File: src/rtl/output_mem_drain_if.sv
// Bundle of the drain engine's control, RAM read port and host stream.
// The master side is the drain engine itself; the slave side is whatever
// surrounds it (controller, output RAM and host).

`ifndef MEM_PORT_WIDTH
`define MEM_PORT_WIDTH 32
`endif

interface output_mem_drain_if #(
    parameter int DATA_W = `MEM_PORT_WIDTH,
    parameter int ADDR_W = 32,
    parameter int CNT_W  = 16
);
    logic              start;
    logic [ADDR_W-1:0] base_addr;
    logic [CNT_W-1:0]  num_words;

    logic              rd_mem_en;
    logic [ADDR_W-1:0] rd_mem_addr;
    logic [DATA_W-1:0] rd_mem_data;

    logic              out_valid;
    logic [DATA_W-1:0] out_data;
    logic              out_last;
    logic              out_ready;

    logic              busy;
    logic              done;
    logic [CNT_W-1:0]  word_count;

    modport master (
        input  start, base_addr, num_words, rd_mem_data, out_ready,
        output rd_mem_en, rd_mem_addr, out_valid, out_data, out_last,
               busy, done, word_count
    );

    modport slave (
        output start, base_addr, num_words, rd_mem_data, out_ready,
        input  rd_mem_en, rd_mem_addr, out_valid, out_data, out_last,
               busy, done, word_count
    );
endinterface

File: src/rtl/output_mem_drain.sv
// Read-side drain engine for the output RAM. Reads a contiguous run of
// words and streams them to the host through a small return FIFO. Reads
// are only issued when the FIFO is guaranteed to have room for every
// outstanding word, so host backpressure never drops or duplicates data.

`ifndef MEM_PORT_WIDTH
`define MEM_PORT_WIDTH 32
`endif

module output_mem_drain #(
    parameter int DATA_W     = `MEM_PORT_WIDTH,
    parameter int ADDR_W     = 32,
    parameter int CNT_W      = 16,
    parameter int FIFO_DEPTH = 4
) (
    input  logic                  clk,
    input  logic                  rst,
    output_mem_drain_if.master    bus
);

    localparam int PTR_W  = $clog2(FIFO_DEPTH);
    localparam int CNT_FW = $clog2(FIFO_DEPTH + 1);
    localparam int OCC_W  = CNT_FW + 1;

    typedef enum logic [1:0] {
        IDLE,
        READ,
        FLUSH,
        DONE
    } state_t;

    state_t            state;
    logic [CNT_W-1:0]  num_words_q;
    logic [CNT_W-1:0]  issued;
    logic [CNT_W-1:0]  word_count_q;
    logic              rd_en_q;
    logic [ADDR_W-1:0] rd_addr_q;
    logic              busy_q;
    logic              done_q;

    // data_ret marks the cycle in which rd_mem_data carries a requested word
    logic              data_ret;
    logic [DATA_W-1:0] fifo_mem [FIFO_DEPTH];
    logic [PTR_W-1:0]  wr_ptr;
    logic [PTR_W-1:0]  rd_ptr;
    logic [CNT_FW-1:0] fifo_count;

    logic              push;
    logic              pop;
    logic [OCC_W-1:0]  occupancy;
    logic              credit_ok;

    // Occupancy counts FIFO words plus reads still on their way back; all
    // terms are registered so out_ready never reaches the read strobe.
    assign occupancy = OCC_W'(fifo_count) + OCC_W'(rd_en_q) + OCC_W'(data_ret);
    assign credit_ok = occupancy < OCC_W'(FIFO_DEPTH);

    assign push = data_ret;
    assign pop  = bus.out_valid & bus.out_ready;

    assign bus.out_valid   = (fifo_count != '0);
    assign bus.out_data    = bus.out_valid ? fifo_mem[rd_ptr] : '0;
    assign bus.out_last    = bus.out_valid && (word_count_q == num_words_q - 1'b1);
    assign bus.rd_mem_en   = rd_en_q;
    assign bus.rd_mem_addr = rd_addr_q;
    assign bus.busy        = busy_q;
    assign bus.done        = done_q;
    assign bus.word_count  = word_count_q;

    // Run sequencing: accept start, issue credited reads, wait for drain, pulse done
    always_ff @(posedge clk) begin
        if (!rst) begin
            state        <= IDLE;
            num_words_q  <= '0;
            issued       <= '0;
            word_count_q <= '0;
            rd_en_q      <= 1'b0;
            rd_addr_q    <= '0;
            busy_q       <= 1'b0;
            done_q       <= 1'b0;
        end else begin
            if (pop) begin
                word_count_q <= word_count_q + 1'b1;
            end
            case (state)
                IDLE: begin
                    rd_en_q <= 1'b0;
                    done_q  <= 1'b0;
                    if (bus.start) begin
                        word_count_q <= '0;
                        num_words_q  <= bus.num_words;
                        if (bus.num_words != '0) begin
                            rd_addr_q <= bus.base_addr;
                            rd_en_q   <= 1'b1;
                            issued    <= CNT_W'(1);
                            busy_q    <= 1'b1;
                            state     <= READ;
                        end else begin
                            done_q <= 1'b1;
                            state  <= DONE;
                        end
                    end
                end
                READ: begin
                    if (issued == num_words_q) begin
                        rd_en_q <= 1'b0;
                        state   <= FLUSH;
                    end else if (credit_ok) begin
                        rd_en_q   <= 1'b1;
                        rd_addr_q <= rd_addr_q + 1'b1;
                        issued    <= issued + 1'b1;
                    end else begin
                        rd_en_q <= 1'b0;
                    end
                end
                FLUSH: begin
                    rd_en_q <= 1'b0;
                    if (!rd_en_q && !data_ret &&
                        ((fifo_count == '0) ||
                         (fifo_count == CNT_FW'(1) && pop))) begin
                        busy_q <= 1'b0;
                        done_q <= 1'b1;
                        state  <= DONE;
                    end
                end
                DONE: begin
                    done_q <= 1'b0;
                    state  <= IDLE;
                end
                default: begin
                    rd_en_q <= 1'b0;
                    busy_q  <= 1'b0;
                    done_q  <= 1'b0;
                    state   <= IDLE;
                end
            endcase
        end
    end

    // Return-FIFO bookkeeping; reset discards any read still in flight
    always_ff @(posedge clk) begin
        if (!rst) begin
            data_ret   <= 1'b0;
            wr_ptr     <= '0;
            rd_ptr     <= '0;
            fifo_count <= '0;
        end else begin
            data_ret <= rd_en_q;
            if (push) begin
                wr_ptr <= (wr_ptr == PTR_W'(FIFO_DEPTH - 1)) ? '0 : wr_ptr + 1'b1;
            end
            if (pop) begin
                rd_ptr <= (rd_ptr == PTR_W'(FIFO_DEPTH - 1)) ? '0 : rd_ptr + 1'b1;
            end
            case ({push, pop})
                2'b10:   fifo_count <= fifo_count + 1'b1;
                2'b01:   fifo_count <= fifo_count - 1'b1;
                default: fifo_count <= fifo_count;
            endcase
        end
    end

    // Return-FIFO storage, written with the word arriving from the RAM
    always_ff @(posedge clk) begin
        if (push) begin
            fifo_mem[wr_ptr] <= bus.rd_mem_data;
        end
    end

    overflow_chk: assert property (@(posedge clk) disable iff (!rst)
        !(push && !pop && fifo_count == CNT_FW'(FIFO_DEPTH)));

    credit_chk: assert property (@(posedge clk) disable iff (!rst)
        occupancy <= OCC_W'(FIFO_DEPTH));

endmodule

File: src/flat_wrapper.sv
// flat-port wrapper written by rule: the top's interface ports become plain ports
module output_mem_drain_flat 
#(
    parameter int DATA_W     = `MEM_PORT_WIDTH,
    parameter int ADDR_W     = 32,
    parameter int CNT_W      = 16,
    parameter int FIFO_DEPTH = 4
)
  (clk, rst, bus_start, bus_base_addr, bus_num_words, bus_rd_mem_data, bus_out_ready, bus_rd_mem_en, bus_rd_mem_addr, bus_out_valid, bus_out_data, bus_out_last, bus_busy, bus_done, bus_word_count);
  output_mem_drain_if #(.DATA_W(DATA_W), .ADDR_W(ADDR_W), .CNT_W(CNT_W)) bus_i ();
  input  logic clk;
  input  logic rst;
  input wire logic [$bits(bus_i.start)-1:0] bus_start;
  input wire logic [$bits(bus_i.base_addr)-1:0] bus_base_addr;
  input wire logic [$bits(bus_i.num_words)-1:0] bus_num_words;
  input wire logic [$bits(bus_i.rd_mem_data)-1:0] bus_rd_mem_data;
  input wire logic [$bits(bus_i.out_ready)-1:0] bus_out_ready;
  output wire logic [$bits(bus_i.rd_mem_en)-1:0] bus_rd_mem_en;
  output wire logic [$bits(bus_i.rd_mem_addr)-1:0] bus_rd_mem_addr;
  output wire logic [$bits(bus_i.out_valid)-1:0] bus_out_valid;
  output wire logic [$bits(bus_i.out_data)-1:0] bus_out_data;
  output wire logic [$bits(bus_i.out_last)-1:0] bus_out_last;
  output wire logic [$bits(bus_i.busy)-1:0] bus_busy;
  output wire logic [$bits(bus_i.done)-1:0] bus_done;
  output wire logic [$bits(bus_i.word_count)-1:0] bus_word_count;
  assign bus_i.start = bus_start;
  assign bus_i.base_addr = bus_base_addr;
  assign bus_i.num_words = bus_num_words;
  assign bus_i.rd_mem_data = bus_rd_mem_data;
  assign bus_i.out_ready = bus_out_ready;
  assign bus_rd_mem_en = bus_i.rd_mem_en;
  assign bus_rd_mem_addr = bus_i.rd_mem_addr;
  assign bus_out_valid = bus_i.out_valid;
  assign bus_out_data = bus_i.out_data;
  assign bus_out_last = bus_i.out_last;
  assign bus_busy = bus_i.busy;
  assign bus_done = bus_i.done;
  assign bus_word_count = bus_i.word_count;
  output_mem_drain #(.DATA_W(DATA_W), .ADDR_W(ADDR_W), .CNT_W(CNT_W), .FIFO_DEPTH(FIFO_DEPTH)) u_core (.clk(clk), .rst(rst), .bus(bus_i));
endmodule
File: config.mk
export PLATFORM = sky130hd
export DESIGN_NAME = output_mem_drain_flat
export DESIGN_NICKNAME = d
export VERILOG_FILES = /design/src/rtl/output_mem_drain_if.sv /design/src/rtl/output_mem_drain.sv /design/src/flat_wrapper.sv
export SDC_FILE = /design/constraint.sdc
export NUM_CORES = 1
export LEC_CHECK = 0
export BUFFER_PORTS_ARGS = -buffer_cell sky130_fd_sc_hd__buf_2
export CAP_MARGIN = 30
export CORE_MARGIN = 2
export CORE_UTILIZATION = 40
export DETAILED_ROUTE_END_ITERATION = 16
export MAX_ROUTING_LAYER = met4
export PLACE_DENSITY = 0.68
export SETUP_SLACK_MARGIN = 0.4
export SLEW_MARGIN = 20
export SYNTH_ARGS = -nofsm -noshare
export SYNTH_HDL_FRONTEND = slang
export SYNTH_SLANG_ARGS = --single-unit
File: constraint.sdc
create_clock -name clk -period 2.61 [get_ports clk]
set_input_delay 0.261 -clock clk [delete_from_list [all_inputs] [get_ports clk]]
set_output_delay 0.261 -clock clk [all_outputs]
set_load 0.02 [all_outputs]
==> impl_metrics.tcl <==
set metrics [dict create \
    die-width_um 167 \
    ios 169 \
    drt_iter0_markers 664 \
    power.leakage_nw 5.22 \
    remaining_drc_errors 0 \
    ys_types 73 \
    synth-seq-cells 223 \
    power_w 0.0136 \
    clk_latency_ns 0.51 \
    dp_hpwl_um 17100 \
    maxCapViolations 0 \
    io_buffers 168 \
    clock_skew_ns 0.0108 \
    syn_area_per_cell_um2 11.4 \
    synthSimpleGateAreaFrac 0.172 \
    path_buf_inv 2 \
    dp_cells 1420 \
    fmax_ghz 0.357 \
    grt-ovfl-total 0 \
    r2r_setup_slack_ns 0.43 \
    r2r_cells 10 \
    drt_wl_total_um 28200 \
    regToRegStartpoint "u_core.state[1]" \
    synthXorXnorAreaFrac 0.0406 \
    grt_pass1_vias 8097 \
    finalNonFillerCells 1528 \
    synthTopCellsByArea "edfxtp_1 36%, dfxtp_1 18%, mux4_2 6.8%" \
    finalSetupTns_ns -0.193 \
    path_class "reg2out" \
    power_density_nw_per_um2 981 \
    async_reset_ff_frac 0 \
    clockBufferDepth 3 \
    drt-pass1-iter-count 5 \
    worstMarginPinSlew_ns 0.613 \
    hold_end "u_core.num_words_q[15]" \
    cp-start-kind "register" \
    grt_use_total 0.196 \
    synth_top_cell_by_area "edfxtp_1" \
    place_area_um2 11900 \
    hold_viol_final 0 \
    ant_nets 0 \
    grt_max_degree 48 \
    syn_nets 1034 \
    synth-compound-area-share 0.114 \
    dieHeight_um 167 \
    critPathMaxStageDelay_ns 0.51 \
    viasPerCell 5.50 \
    dp_worst_setup_slack_ns 0.231 \
    cp_slowest_cell "or4b_4" \
    ir_worst_vdd_mv 0.698 \
    cp-end-kind "primary output" \
    cp.arrival_ns 2.54 \
    coreArea_um2 26000 \
    slew_viol_final 0 \
    critPathRequiredTime_ns 2.35 \
    hold_class "in2reg" \
    seq_area_frac_synth 0.543 \
    rsz0062_at_grt "true" \
    layout-drive-gt1-share 0.336 \
    grt_pass1_wl_um 43200 \
    place_congestion 0.869 \
    synth_fa_ha_area_frac 0.0249 \
    syn-cell-area_um2 10600 \
    start_util 0.407 \
    postSynthCellCount 929 \
    hold_depth 3 \
    setup_viol 1 \
    min_from "bus_num_words[15]" \
    cts-buffers-inserted 24 \
    syn_to_final_growth_pct 31.6 \
    antenna_found_initial 0 \
    synth_top_family_by_area "simple AND/OR/NAND/NOR gates" \
    synthMuxAreaShare 0.0757 \
    outcome "complete, but fails checks" \
    synth_warnings 0 \
    htree_levels 1 \
    violations "negative setup slack" \
    design_area_um2 13900 \
    std_cell_rows 59 \
    fin_crit_sh 1.07 \
    relSlewSlack 0.591 \
    timing.rr.end "u_core.bus.rd_mem_addr[30]" \
    path_clk_slew_ns 0.06 \
    cp_top_family "simple AND/OR/NAND/NOR gates" \
    crit_fanout 5 \
    cts_tree "yes" \
    route.detailed.wl_per_inst_um 18.5 \
    synthFlopType "edfxtp_1" \
    num_vias 8411 \
    synth_edf_count 128 \
    cts.sinks 223 \
    root_buffer "clkbuf_16" \
    synth_top_area_share 0.364 \
    nNetsFinal 1279 \
    min_period_ns 2.80 \
    cp_cell_sequence "inv_2, ha_4, or4b_4, or2_4, and3_4, o21ai_2, o221ai_2, and4_4, buf_6" \
    dieArea_um2 27700 \
    post-route-worst-setup-slack_ns -0.193 \
]
==> through the flow <==
stage | util | hold slack, ns
floorplan | - | 0.360
global placement | 0.459 | 0.468
detailed placement | 0.459 | 0.477
CTS | 0.523 | 0.00147
global route | 0.535 | 0.0131
finish | 0.535 | 0.0176
==> tightest hold or removal path, delay by kind of cell <==
family | cells | cell delay, ns
buffers and inverters | 1 | 0.10
and+or+nand+nor | 1 | 0.05
AOI/OAI and AO/OA | 1 | 0.05
==> per-layer routing <==
| metal | track usage | part of all wire |
|---|---|---|
| met5 | - | 0 |
| met4 | 0.0439 | 0.022 |
| met3 | 0.0347 | 0.071 |
| met2 | 0.322 | 0.48 |
| met1 | 0.257 | 0.43 |
==> where the power goes <==
group / internal [W] / switching [W] / total (W)
clock network: 0.00185 / 0.00134 / 0.00319
registers: 0.00416 / 0.000488 / 0.00465
logic: 0.00276 / 0.00303 / 0.00580
==> synth_stat cells, types with 17 or more instances <==
library cell  count
nand4_1          25
xor2_1           17
nor2_1           52
edfxtp_1        128
dfxtp_1          95
and2_1           45
ha_1             21
nand2_1         101
xnor2_1          32
o21ai_0          24
nor3_1           18
clkbuf_1         28
nand3_1          25
mux4_2           32
a21oi_1          74
==> flip-flops by register name (all words and copies together) (netlist names), 2 cells and up, named ones only <==
signal	flops
u_core.rd_ptr	2
u_core.state	2
u_core.fifo_count	3
u_core.bus.word_count	16
u_core.bus.rd_mem_addr	32
u_core.num_words_q	16
u_core.wr_ptr	2
u_core.fifo_mem	128
u_core.issued	16
==> worst max path at each step <==
| stage | startpoint | cells after the start | endpoint |
|---|---|---|---|
| floorplan | u_core.num_words_q[0] | 9 | bus_out_last |
| global placement | bus_num_words[2] | 9 | u_core.bus.rd_mem_addr[0] |
| detailed placement | u_core.state[1] | 8 | u_core.issued[15] |
| CTS | u_core.num_words_q[6] | 7 | bus_out_last |
| global route | u_core.num_words_q[1] | 9 | bus_out_last |
| finish | u_core.num_words_q[0] | 9 | bus_out_last |
==> area by class of cell <==
cell class / instances / area, um2
repair buffers: 268 / 2120
diodes: 1 / 2.50
clock buffers: 33 / 656
multi-input cells: 641 / 4790
inverters: 16 / 68.8
flip-flops and latches: 223 / 5780
well taps: 335 / 419
fillers: 2191 / 12100
clock inverters: 11 / 78.8
==> layout by cell type, fill, tap and decap left out, types with 8 or more instances in the layout <==
master | netlist | layout
xnor2_1 | 32 | 32
a21oi_1 | 74 | 70
mux4_2 | 32 | 32
xor2_1 | 17 | 17
dfxtp_2 | 0 | 10
o21ai_1 | 9 | 10
nor3_1 | 18 | 16
o31ai_1 | 11 | 10
edfxtp_1 | 128 | 128
buf_2 | 8 | 135
nand2_1 | 101 | 101
clkbuf_1 | 28 | 8
or3_1 | 13 | 12
buf_6 | 6 | 41
and2_1 | 45 | 13
dlygate4sd3_1 | 0 | 39
and3_1 | 10 | 9
nand4_1 | 25 | 25
a31oi_1 | 8 | 8
mux2i_1 | 8 | 8
o21ai_0 | 24 | 22
buf_4 | 1 | 41
nor2_1 | 52 | 52
inv_1 | 15 | 8
and2_4 | 0 | 32
nand3_1 | 25 | 25
ha_1 | 21 | 17
dfxtp_1 | 95 | 79
clkbuf_16 | 0 | 27
==> repair_timing <==
action,CTS,global route
endpoints found under the setup margin,58,73
setup buffers,3,10
resized for setup,125,46
hold buffers,39,0
hold endpoints to repair,135,0
gates cloned,6,5
pin swaps,34,17
==> cell families (layout without fill, tap and decap cells) <==
family	Yosys count	count (layout)
AND/OR/NAND/NOR	343	343
flip-flops	223	223
buffers and inverters	67	328
other	0	1
multiplexers	40	40
XOR/XNOR	49	49
adder cells (fa/ha/maj)	21	21
AO/OA/AOI/OAI	186	188
(Power assumes the default switching activity.)
